`config.mk`:
```
export PLATFORM = sky130hd
export DESIGN_NAME = shift_add_mul_ctrl
export DESIGN_NICKNAME = d
export VERILOG_FILES = /design/src/rtl/shift_add_mul_ctrl_pkg.sv /design/src/rtl/adder_8bit.sv /design/src/rtl/shift_add_mul_ctrl.sv
export SDC_FILE = /design/constraint.sdc
export NUM_CORES = 1
export LEC_CHECK = 0
export ABC_AREA = 1
export CAP_MARGIN = 20
export CORE_ASPECT_RATIO = 0.9
export CORE_MARGIN = 1.5
export CORE_UTILIZATION = 49
export CTS_CLUSTER_DIAMETER = 30
export DETAILED_ROUTE_END_ITERATION = 16
export PLACE_DENSITY = 0.84
export SLEW_MARGIN = 20
export SYNTH_ARGS = -nofsm -noshare
export SYNTH_HDL_FRONTEND = slang
export SYNTH_SLANG_ARGS = --single-unit
```
`constraint.sdc`:
```
create_clock -name clk -period 3.66 [get_ports clk]
set_clock_uncertainty 0.15 [all_clocks]
set_input_delay 0.732 -clock clk [delete_from_list [all_inputs] [get_ports clk]]
set_output_delay 0.732 -clock clk [all_outputs]
set_load 0.1 [all_outputs]
```
`src/rtl/shift_add_mul_ctrl_pkg.sv`:
```
// Shared definitions for the sequential shift-and-add multiplier.
package shift_add_mul_ctrl_pkg;

  // Operand width is fixed by adder_8bit.
  localparam int unsigned WIDTH  = 8;
  // Iteration counter width; must be able to hold WIDTH.
  localparam int unsigned CNT_W  = 4;
  // Product width.
  localparam int unsigned PROD_W = 2 * WIDTH;

  // Controller states.
  typedef enum logic [1:0] {
    IDLE = 2'd0,
    RUN  = 2'd1,
    DONE = 2'd2
  } state_t;

  // Value of the iteration counter on the final RUN cycle.
  localparam logic [CNT_W-1:0] LAST_CNT = CNT_W'(WIDTH - 1);

endpackage

```
`src/rtl/adder_8bit.sv`:
```
// Existing shared 8-bit combinational adder; no carry-out.
module adder_8bit (
  input  logic [7:0] a,
  input  logic [7:0] b,
  output logic [7:0] sum
);

  // Modulo-256 sum.
  assign sum = a + b;

endmodule

```
`src/rtl/shift_add_mul_ctrl.sv`:
```
// Sequential 8x8 unsigned multiplier: one shift-and-add step per RUN cycle
// through a single shared adder_8bit, with a start/busy/done handshake.
module shift_add_mul_ctrl
  import shift_add_mul_ctrl_pkg::*;
(
  input  logic              clk,
  input  logic              rst,
  input  logic              start,
  input  logic [WIDTH-1:0]  a,
  input  logic [WIDTH-1:0]  b,
  output logic              busy,
  output logic              done,
  output logic [PROD_W-1:0] product
);

  state_t             state;
  logic [WIDTH-1:0]   m_reg;
  logic [WIDTH-1:0]   a_reg;
  logic [WIDTH-1:0]   q_reg;
  logic [CNT_W-1:0]   cnt;

  logic [WIDTH-1:0]   addend;
  logic [WIDTH-1:0]   sum;
  logic               carry;
  logic [WIDTH-1:0]   a_next;
  logic [WIDTH-1:0]   q_next;

  // Add the multiplicand only when the current multiplier LSB is set.
  assign addend = q_reg[0] ? m_reg : '0;

  adder_8bit u_adder (
    .a   (a_reg),
    .b   (addend),
    .sum (sum)
  );

  // The adder drops its carry; an unsigned wrap shows up as sum < A.
  assign carry  = (sum < a_reg);
  // {A,Q} <= {C,sum,Q} >> 1
  assign a_next = {carry, sum[WIDTH-1:1]};
  assign q_next = {sum[0], q_reg[WIDTH-1:1]};

  // Controller FSM with iteration counter, datapath registers and registered outputs.
  always_ff @(posedge clk or posedge rst) begin
    if (rst) begin
      state   <= IDLE;
      m_reg   <= '0;
      a_reg   <= '0;
      q_reg   <= '0;
      cnt     <= '0;
      busy    <= 1'b0;
      done    <= 1'b0;
      product <= '0;
    end else begin
      case (state)
        IDLE: begin
          done <= 1'b0;
          if (start) begin
            m_reg <= a;
            q_reg <= b;
            a_reg <= '0;
            cnt   <= '0;
            busy  <= 1'b1;
            state <= RUN;
          end
        end
        RUN: begin
          a_reg <= a_next;
          q_reg <= q_next;
          cnt   <= cnt + CNT_W'(1);
          if (cnt == LAST_CNT) begin
            product <= {a_next, q_next};
            busy    <= 1'b0;
            done    <= 1'b1;
            state   <= DONE;
          end
        end
        DONE: begin
          done  <= 1'b0;
          state <= IDLE;
        end
        default: begin
          busy  <= 1'b0;
          done  <= 1'b0;
          state <= IDLE;
        end
      endcase
    end
  end

endmodule

```
==> results.py <==
metrics = {
    "worst_setup_path": {
        "required_ns": 3.70,
        "crit_family": "simple AND/OR/NAND/NOR gates",
        "cp.arrival_ns": 2.83,
        "slowest_stage": "dfrtp_1",
        "slowest_delay_ns": 0.46,
        "critical_path_class": "register to register",
        "crit_chain": "nand2_1 > inv_1 > ha_1 > fa_1 > nand2_1 > nand2_1 > nand3b_1 > nand3_1 > and2_1 > ha_1 > nand2_1 > nor2_1 > nand2_1 > nand3_1 > o21ai_0",
        "path_max_fanout": 9,
        "cp_num_buf_inv": 1,
        "endpoint_kind": "register",
        "cpMostUsedCell": "nand2_1",
        "cp-start-kind": "register",
    },
    "placed_design": {
        "hpwl_mm": 3.55,
        "io_buffers": 36,
        "place_congestion": 0.823,
    },
    "sta": {
        "min_period_ns": 2.79,
        "fin_tns_setup_ns": 0,
        "fin_crit_sh": 0.762,
        "final-setup-viol-count": 0,
        "grt_setup_unrepaired": "no",
        "final-hold-violation-count": 0,
        "drv_slew": 0,
        "fmax_mhz": 358,
        "tightest_slew_ns": 0.963,
        "slew_headroom": 0.356,
    },
    "drt": {
        "ant_nets": 0,
        "wl_per_cell_um": 12.0,
        "first_pass_iters": 4,
        "drt_wl_total_mm": 4.74,
        "drt_iter0_drc": 168,
        "drcViolationCount": 0,
        "via_count": 1971,
        "vias_per_cell": 4.98,
    },
    "logic_synthesis": {
        "synth_seq_cells": 48,
        "async_reset_ff_frac": 1.00,
        "ys.flop_type": "dfrtp_1",
        "synth.avg_cell_area_sq_um": 8.55,
        "syn_area_sq_um": 2500,
        "ys_types": 29,
        "synthMuxAreaShare": 0,
        "synth_top_family_by_area": "simple AND/OR/NAND/NOR gates",
        "netlist_instances": 292,
        "synthAdderAreaFrac": 0.0782,
        "synth-simple-area-share": 0.252,
        "yosysSeqAreaShare": 0.481,
        "synth-compound-area-share": 0.0987,
        "synth_xor_area_frac": 0.0140,
        "synth_edf_count": 0,
        "syn-num-nets": 326,
        "yosysWarningCount": 0,
    },
    "floorplan": {
        "die_w_um": 78.3,
        "core_area_sq_um": 4860,
        "ios": 37,
        "die_area_sq_um": 5530,
        "start_util": 0.513,
        "rows": 24,
        "die_h_um": 70.7,
    },
    "finish": {
        "area_delta_synth_final_pct": 20.1,
        "layout_commonest_cell": "nand2_1",
        "largest_reg_flops": 16,
        "seqCellArea_sq_um": 1200,
        "drive_above_1_share": 0.0876,
        "n_fill_cell": 424,
        "diodes": 0,
        "regMostFlops": "product",
        "multi_input_area_sq_um": 1110,
        "nets": 364,
        "layout_common_cells": "106 x nand2_1, 48 x dfrtp_1, 36 x clkdlybuf4s50_1, 34 x inv_1",
    },
    "clock_tree": {
        "ctsRootBufferMaster": "clkbuf_8",
        "cts_setup_buffers": 0,
        "postCtsHoldBufs": 0,
        "cts_tree": "built",
        "cts_num_sinks": 48,
        "clkSlewWorstSetupHoldPaths_ns": 0.09,
        "clock_path_buffers": 2,
        "numCtsBuffers": 5,
        "ctsHtreeMaxLevel": 2,
        "cts-resized-gates": 0,
        "clk_latency_ns": 0.31,
    },
    "job": {
        "drv_cap": 0,
    },
    "status": {
        "outcome": "finished, final reports clean",
    },
    "grt": {
        "grt_pass1_vias": 1837,
        "antenna_found_initial": 0,
        "grt_usage": 0.194,
        "grt_overflow": 0,
        "grt_first_pass_wirelength_mm": 8.34,
        "grt_start_max_net_pins": 49,
    },
    "worst_hold_path": {
        "holdCritPathClass": "register to register",
    },
}
## worst register-to-register path, delay by kind of cell, from the launching register on
family	cells	cell delay (ns)
buffers and inverters	1	0.04
flip-flops	1	0.46
AO/OA/AOI/OAI	1	0.09
AND/OR/NAND/NOR	10	1.02
adder cells (fa/ha/maj)	3	0.89
## path summary, 6_finish.rpt
check                            from          to  slack, ns  cells past startpoint
max                          q_reg[0]    a_reg[7]       0.87                     15
max reg2reg                  q_reg[0]    a_reg[7]       0.87                     15
min reg2reg                product[4]  product[4]       0.33                      2
min                        product[4]  product[4]       0.33                      2
max in group asynchronous         rst    a_reg[4]       2.25                      3
min in group asynchronous         rst  product[2]       0.71                      3
## synthesized netlist by cell type, types with 3 or more instances
cell        n  area, sq um
dfrtp_1    48         1200
nand3_1    14         70.1
nor2_1      8         30.0
and2_1      3         18.8
o21ai_2     9         78.8
a21oi_1     6         30.0
o211ai_1    3         22.5
inv_1      35          131
nand2_2     5         31.3
nand2_1   106          398
clkinv_1    3         11.3
xor2_1      3         26.3
ha_1       14          175
o21ai_0    11         55.1
o221ai_1    5         43.8
buf_2       3         15.0
## logic make-up after synthesis
kind of cell               after synthesis
adders and majority gates               15
buffers and inverters                   45
xor gates and xnor gates                 4
DFF                                     48
and+or+nand+nor                        144
AOI/OAI and AO/OA                       36
## cell type report
type | count | area share
clock buffers | 7 | 0.0288
repair buffers | 37 | 0.123
clock inverters | 1 | 0.00250
multi-input cells | 199 | 0.369
flip-flops and latches | 48 | 0.400
inverters | 39 | 0.0496
well taps | 65 | 0.0271
## metrics by stage
stage | utilization | cells | cell area [sq um] | hold slack [ns] | setup slack, ns
after global placement | 0.597 | 388 | 2910 | 0.308 | 0.942
final | 0.617 | 396 | 3000 | 0.332 | 0.870
after CTS | 0.617 | 396 | 3000 | 0.338 | 0.867
after global routing | 0.617 | 396 | 3000 | 0.353 | 0.656
after floorplan | - | 292 | 2500 | 0.292 | 1.10
after detailed placement | 0.597 | 388 | 2910 | 0.316 | 0.868
## layer usage
layer  track usage  part of all wire
met5             0                 0
met4        0.0536             0.014
met3        0.0465             0.062
met2         0.305              0.46
met1         0.272              0.46
Power is not shown: default switching activity piles up to over one toggle a cycle in this logic, so the estimate is an artifact.
==> edit 1, RTL diff (same flow settings) <==
The 3 states of `state_t` get a one-hot encoding in 3 bits.
--- a/src/rtl/shift_add_mul_ctrl_pkg.sv
+++ b/src/rtl/shift_add_mul_ctrl_pkg.sv
@@ -11,6 +11,6 @@
   // Controller states.
-  typedef enum logic [1:0] {
-    IDLE = 2'd0,
-    RUN  = 2'd1,
-    DONE = 2'd2
+  typedef enum logic [2:0] {
+    IDLE = 3'b001,
+    RUN  = 3'b010,
+    DONE = 3'b100
   } state_t;
Check against the original RTL: no difference found for any inputs over 4 cycles, from zero or initial values and one cycle with rst high; so few cycles prove little.
==> edit 1 against the original RTL <==
Synthesized area increased by 5.8%. Wire length up 5.0%. Setup slack gained 0.020 ns. Sequential cell count grew 1. First-iteration DRC count fell by 17%. Cell area up 4.5%.
==> edit 1: results (changes against the original RTL) <==
** Worst hold path
- Type of the most critical hold path :: reg -> reg

** Synth
- The number of distinct standard cells referenced by the synthesized netlist came to 30 (+3.4%).
- Synth Net Count :: 348 (+6.7%)
- Part of the Yosys area used for sequential elements :: 46.45% (-1.6 points)
- The count of synthesis-stage warnings from yosys was 0 (unchanged).
- Ranked by instance count, the synthesized netlist is headed by 110 x nand2_1, 48 x dfrtp_1, 39 x inv_1, 20 x o21ai_0, 16 x nand3_1.
- Main area contributors after synthesis :: dfrtp_1 45%, nand2_1 16%, ha_1 6.6%

** Timing
- Transition time at the pin with the least slew margin :: 0.9715 ns (+0.008479 ns)

** Final layout
- Largest register FFs :: 16 (unchanged)
- # nets final :: 383 (+5.2%)
- Share of layout cells above drive strength 1 :: 10.29% (+1.5 points)
- Filler instances :: 419 (-1.2%)

** Global route
- The met2 demand-to-capacity share in global routing came to 30.07% (-0.47 points).
- Met1 usage in global routing :: 26.09% (-1.1 points)
- Largest net degree at the start of global routing :: 50 (+2.0%)
- The initial antenna violation count was 0 (unchanged).
- Vias in the first global route :: 1948 (+6.0%)
- The global-route total usage across every layer came to 19.38% (-0.049 points).
- The first-pass GRT wire length is 8645 µm (+3.6%).
- Met3 routing resource usage after global routing :: 3.750% (-0.90 points)

** Placement
- The routability-driven placement congestion ratio came to 0.8021 (-2.6%).
- Hpwl dp :: 3555 µm (+0.10%)
- The worst setup slack before clock tree synthesis was 0.9419 ns (+0.07361 ns).
- Buffers added on ports :: 36 (unchanged)

** Setup path
- Critical path fanouts, max :: 9 (unchanged)
- Worst path max stage delay :: 0.47 ns
- Arrival time worst endpoint :: 2.87 ns (+0.04 ns)

** Power
- IR Drop Worst-Case VDD :: 0.0005590 V
- Leakage power total :: 1.614 nW

** Clock network
- Post-CTS setup buffer count :: 0 (unchanged)
- The clock-pin slew reported for the worst setup and hold paths after clock tree synthesis came to 0.09 ns (about the same).
- The maximum level of the CTS H-tree was 2 (unchanged).
- The maximum number of buffers from clock root to sink was 2 (unchanged).
- Number of buffers created by CTS :: 5 (unchanged)
- Clock tree synthesis selected as its root buffer the cell clkbuf_8.

** Outcome
- Outcome :: complete, no violations

** Route
- Starting DRT DRC Count :: 140 (-17%)
- The total wire length was 4976 µm (+5.0%).
- The number of vias after detailed routing is 2044 (+3.7%).
==> edit 1: cell families (layout without fill, tap and decap cells) <==
kind of cell | count (synthesis) | count (layout) | share of synthesized area [%]
compound gates | 38 | 38 | 9.044
xor+xnor | 4 | 4 | 1.326
fa+ha+maj | 15 | 15 | 7.386
buf+inv | 52 | 88 | 9.044
flops | 49 | 49 | 46.45
simple gates | 156 | 156 | 26.75
==> edit 1: worst paths after layout <==
| check | start | slack, ns | to | depth (start not counted) |
|---|---|---|---|---|
| worst max-delay path | q_reg[0]$_DFFE_PP0P_ | 0.89 | product[15]$_DFFE_PP0P_ | 15 |
| worst min register to register | product[14]$_DFFE_PP0P_ | 0.34 | product[14]$_DFFE_PP0P_ | 2 |
| min in group asynchronous | rst | 0.71 | product[1]$_DFFE_PP0P_ | 2 |
| worst max register to register | q_reg[0]$_DFFE_PP0P_ | 0.89 | product[15]$_DFFE_PP0P_ | 15 |
| worst min-delay path | product[14]$_DFFE_PP0P_ | 0.34 | product[14]$_DFFE_PP0P_ | 2 |
| max in group asynchronous | rst | 2.13 | a_reg[5]$_DFFE_PP0P_ | 2 |
==> edit 1: worst register-to-register path: stages, from the launching register on <==
cell and delay (ns):
dfrtp_1 0.47, nand2_1 0.10, inv_1 0.04, ha_1 0.20, fa_1 0.43, nand2_1 0.09
nand2_1 0.07, nand3b_1 0.10, nand3_1 0.11, and2_1 0.18, ha_1 0.27, nand2_1 0.09
nor2_1 0.05, nor3_1 0.19, nand3_1 0.10, nand2_1 0.07
==> edit 1: final cells by class <==
| cell class | instances | share of cell area (%) |
|---|---|---|
| multi-input combinational | 213 | 37.51 |
| clock buffer | 5 | 2.195 |
| inverter | 43 | 5.267 |
| sequential | 49 | 39.15 |
| clock inverter | 3 | 1.476 |
| timing repair buffer | 37 | 11.73 |
| tap | 67 | 2.674 |
==> edit 1: report_power, final <==
part	switching, mW	total [mW]	leakage [nW]	internal [mW]
logic	1.23	1.71	0.930	0.489
clock network	0.188	0.393	0.0543	0.205
registers	0.125	0.876	0.630	0.751
total	1.54	2.98	1.61	1.44
==> edit 1: layer usage <==
layer  wire [µm]  part of all wire, %
met1        2423                   49
met2        2212                   44
met3         201                  4.0
met4         139                  2.8
met5           0                    0
==> edit 1: per-stage QoR <==
stage                     hold WS, ns  instance area [µm²]  std cells  total power [mW]
after floorplan                0.2987                 2643        314             2.250
after global placement         0.3039                 3019        409             2.541
after detailed placement       0.3150                 3019        409             2.589
after CTS                      0.3380                 3134        417             2.997
after global routing           0.3607                 3136        417             3.219
final                          0.3355                 3136        417             2.984
==> edit 2, RTL diff (config.mk and constraints unchanged) <==
Without the edit above. Change the package constant `CNT_W` from 4 to 6.
--- a/src/rtl/shift_add_mul_ctrl_pkg.sv
+++ b/src/rtl/shift_add_mul_ctrl_pkg.sv
@@ -6,3 +6,3 @@
   // Iteration counter width; must be able to hold WIDTH.
-  localparam int unsigned CNT_W  = 4;
+  localparam int unsigned CNT_W  = 6;
   // Product width.
Behaviour: same outputs for any inputs over 4 cycles, from zero or initial values and one cycle with rst high; that may be too few to reach the edited logic, so the function may still have changed.
==> edit 2 against the original RTL <==
Non-clock buffer count is 1 lower. First-iteration DRC count is 40% lower. Cell area up 2.2%. Synthesized area rose by 4.2%. Critical path depth shrank 1. Wire length is 5.7% higher. Setup slack improved by 0.059 ns. Sequential cell count up 2. Global-route usage rose by 0.71 points.
Power is left out: it rests on default switching activity, and per cell area and clock period it moved more than threefold.
==> edit 2: results (changes against the original RTL) <==
** Setup path
- The data arrival time of the critical path came to 2.78 ns (-0.05 ns).
- The kind of cell with the highest combined delay along the critical path is adder cells.

** Global route
- Combined global-route utilization of all metal layers :: 20.13% (+0.71 points)
- The largest net degree at the start of global routing is 51 (+4.1%).
- Global-route wire length before repair :: 8894 µm (+6.6%)
- Vias in the first global route :: 2002 (+9.0%)

** Synth
- The number of distinct standard cells referenced by the synthesized netlist came to 31 (+6.9%).
- Adder-cell share of the synthesized area :: 7.500% (-0.32 points)
- The synthesized netlist net count was 345 (+5.8%).
- Part of the Yosys area used for sequential elements :: 48.08% (about the same)
- The compound-cell area share of the yosys netlist came to 8.654% (-1.2 points).
- The count of synthesis-stage warnings from yosys is 0 (unchanged).
- Post-synthesis cell count :: 311 (+6.5%)
- Mux cell area share after synthesis :: 0.3846% (+0.38 points)
- Main area contributors after synthesis :: dfrtp_1 48%, nand2_1 17%, ha_1 6.7%
- Cell types with the highest counts after synthesis :: 120 x nand2_1, 50 x dfrtp_1, 39 x inv_1, 16 x nand3_1, 14 x ha_1
- The xor/xnor cell area share of the yosys netlist is 1.010% (-0.39 points).

** Final layout
- The non-clock buffer contribution to total cell area came to 11.76% (-0.51 points).
- The clock-cell share of area was 2.816% (-0.31 points).
- The share of layout cells above drive strength 1 was 7.225% (-1.5 points).
- The sequential cell count of the final layout was 50 (+4.2%).
- The area taken by multi-input logic gates was 1131 µm² (+2.3%).
- The layout multi-input combinational cell count is 211 (+6.0%).
- The count of fill cells added during filler insertion came to 459 (+8.3%).
- Number of ordinary and repair buffers in the finished layout :: 36 (-2.7%)
- Sequential share of cell area :: 40.82% (+0.77 points)
- The clock buffer count in the final layout was 6 (-1).
- Number of cells in the finished layout apart from fillers :: 411 (+3.8%)
- Inverters excl. clock :: 41 (+5.1%)
- Final non-filler cell area :: 3065 µm² (+2.2%)
- # nets final :: 379 (+4.1%)

** Route
- Starting DRT DRC Count :: 100 (-40%)
- Wire length after detailed routing :: 5010 µm (+5.7%)
- The number of vias after detailed routing was 2028 (+2.9%).

** Placement
- Standard cell area after detailed placement :: 2978 µm² (+2.5%)
- The worst setup slack before clock tree synthesis is 0.9427 ns (+0.07437 ns).
- Cell count after placement :: 403 (+3.9%)
- RD Place Congestion :: 0.8261 (+0.35%)

** Outcome
- Outcome :: complete, no violations

** Die
- Area of the die :: 5758 µm² (+4.0%)

** Timing
- Transition time at the pin with the least slew margin :: 0.9629 ns (-0.00006324 ns)
## edit 2: cell types whose count changed in the layout (fill, tap and decap cells not counted), sizes merged, moves of 2 or more
cell / delta
a21oi: +3
o221ai: -3
o211ai: +2
inv: +5
nand3: +4
dfrtp: +2
o21ai: -5
nand2: +10
## edit 2: layer usage
| layer | part of all wire [%] | vias up | wire, µm | GRT usage, % |
|---|---|---|---|---|
| li1 | - | 1041 | - | - |
| met4 | 1.1 | 0 | 57 | 5.747 |
| met5 | 0 | - | 0 | 0 |
| met2 | 46 | 56 | 2283 | 32.86 |
| met3 | 5.2 | 6 | 262 | 4.151 |
| met1 | 48 | 925 | 2407 | 27.47 |
## edit 2: worst register-to-register path, stage by stage, from the launching register on
cell and delay [ns]:
dfrtp_1 0.46, nand2_1 0.10, inv_1 0.05, ha_1 0.21, fa_1 0.44, nand2_1 0.08, nand2_1 0.06, nand3b_1 0.10
nand3_1 0.11, and2_1 0.18, ha_1 0.26, nand2_1 0.06, o21a_1 0.20, nand3_1 0.06, o21ai_0 0.08
## edit 2: path summary, 6_finish.rpt
check,from,endpoint,slack [ns],depth (start not counted)
max,q_reg[0]$_DFFE_PP0P_,a_reg[7]$_DFFE_PP0P_,0.93,14
min,m_reg[4]$_DFFE_PP0P_,m_reg[4]$_DFFE_PP0P_,0.33,2
max reg2reg,q_reg[0]$_DFFE_PP0P_,a_reg[7]$_DFFE_PP0P_,0.93,14
min reg2reg,m_reg[4]$_DFFE_PP0P_,m_reg[4]$_DFFE_PP0P_,0.33,2
max in group asynchronous,rst,a_reg[4]$_DFFE_PP0P_,2.15,2
min in group asynchronous,rst,product[6]$_DFFE_PP0P_,0.71,2
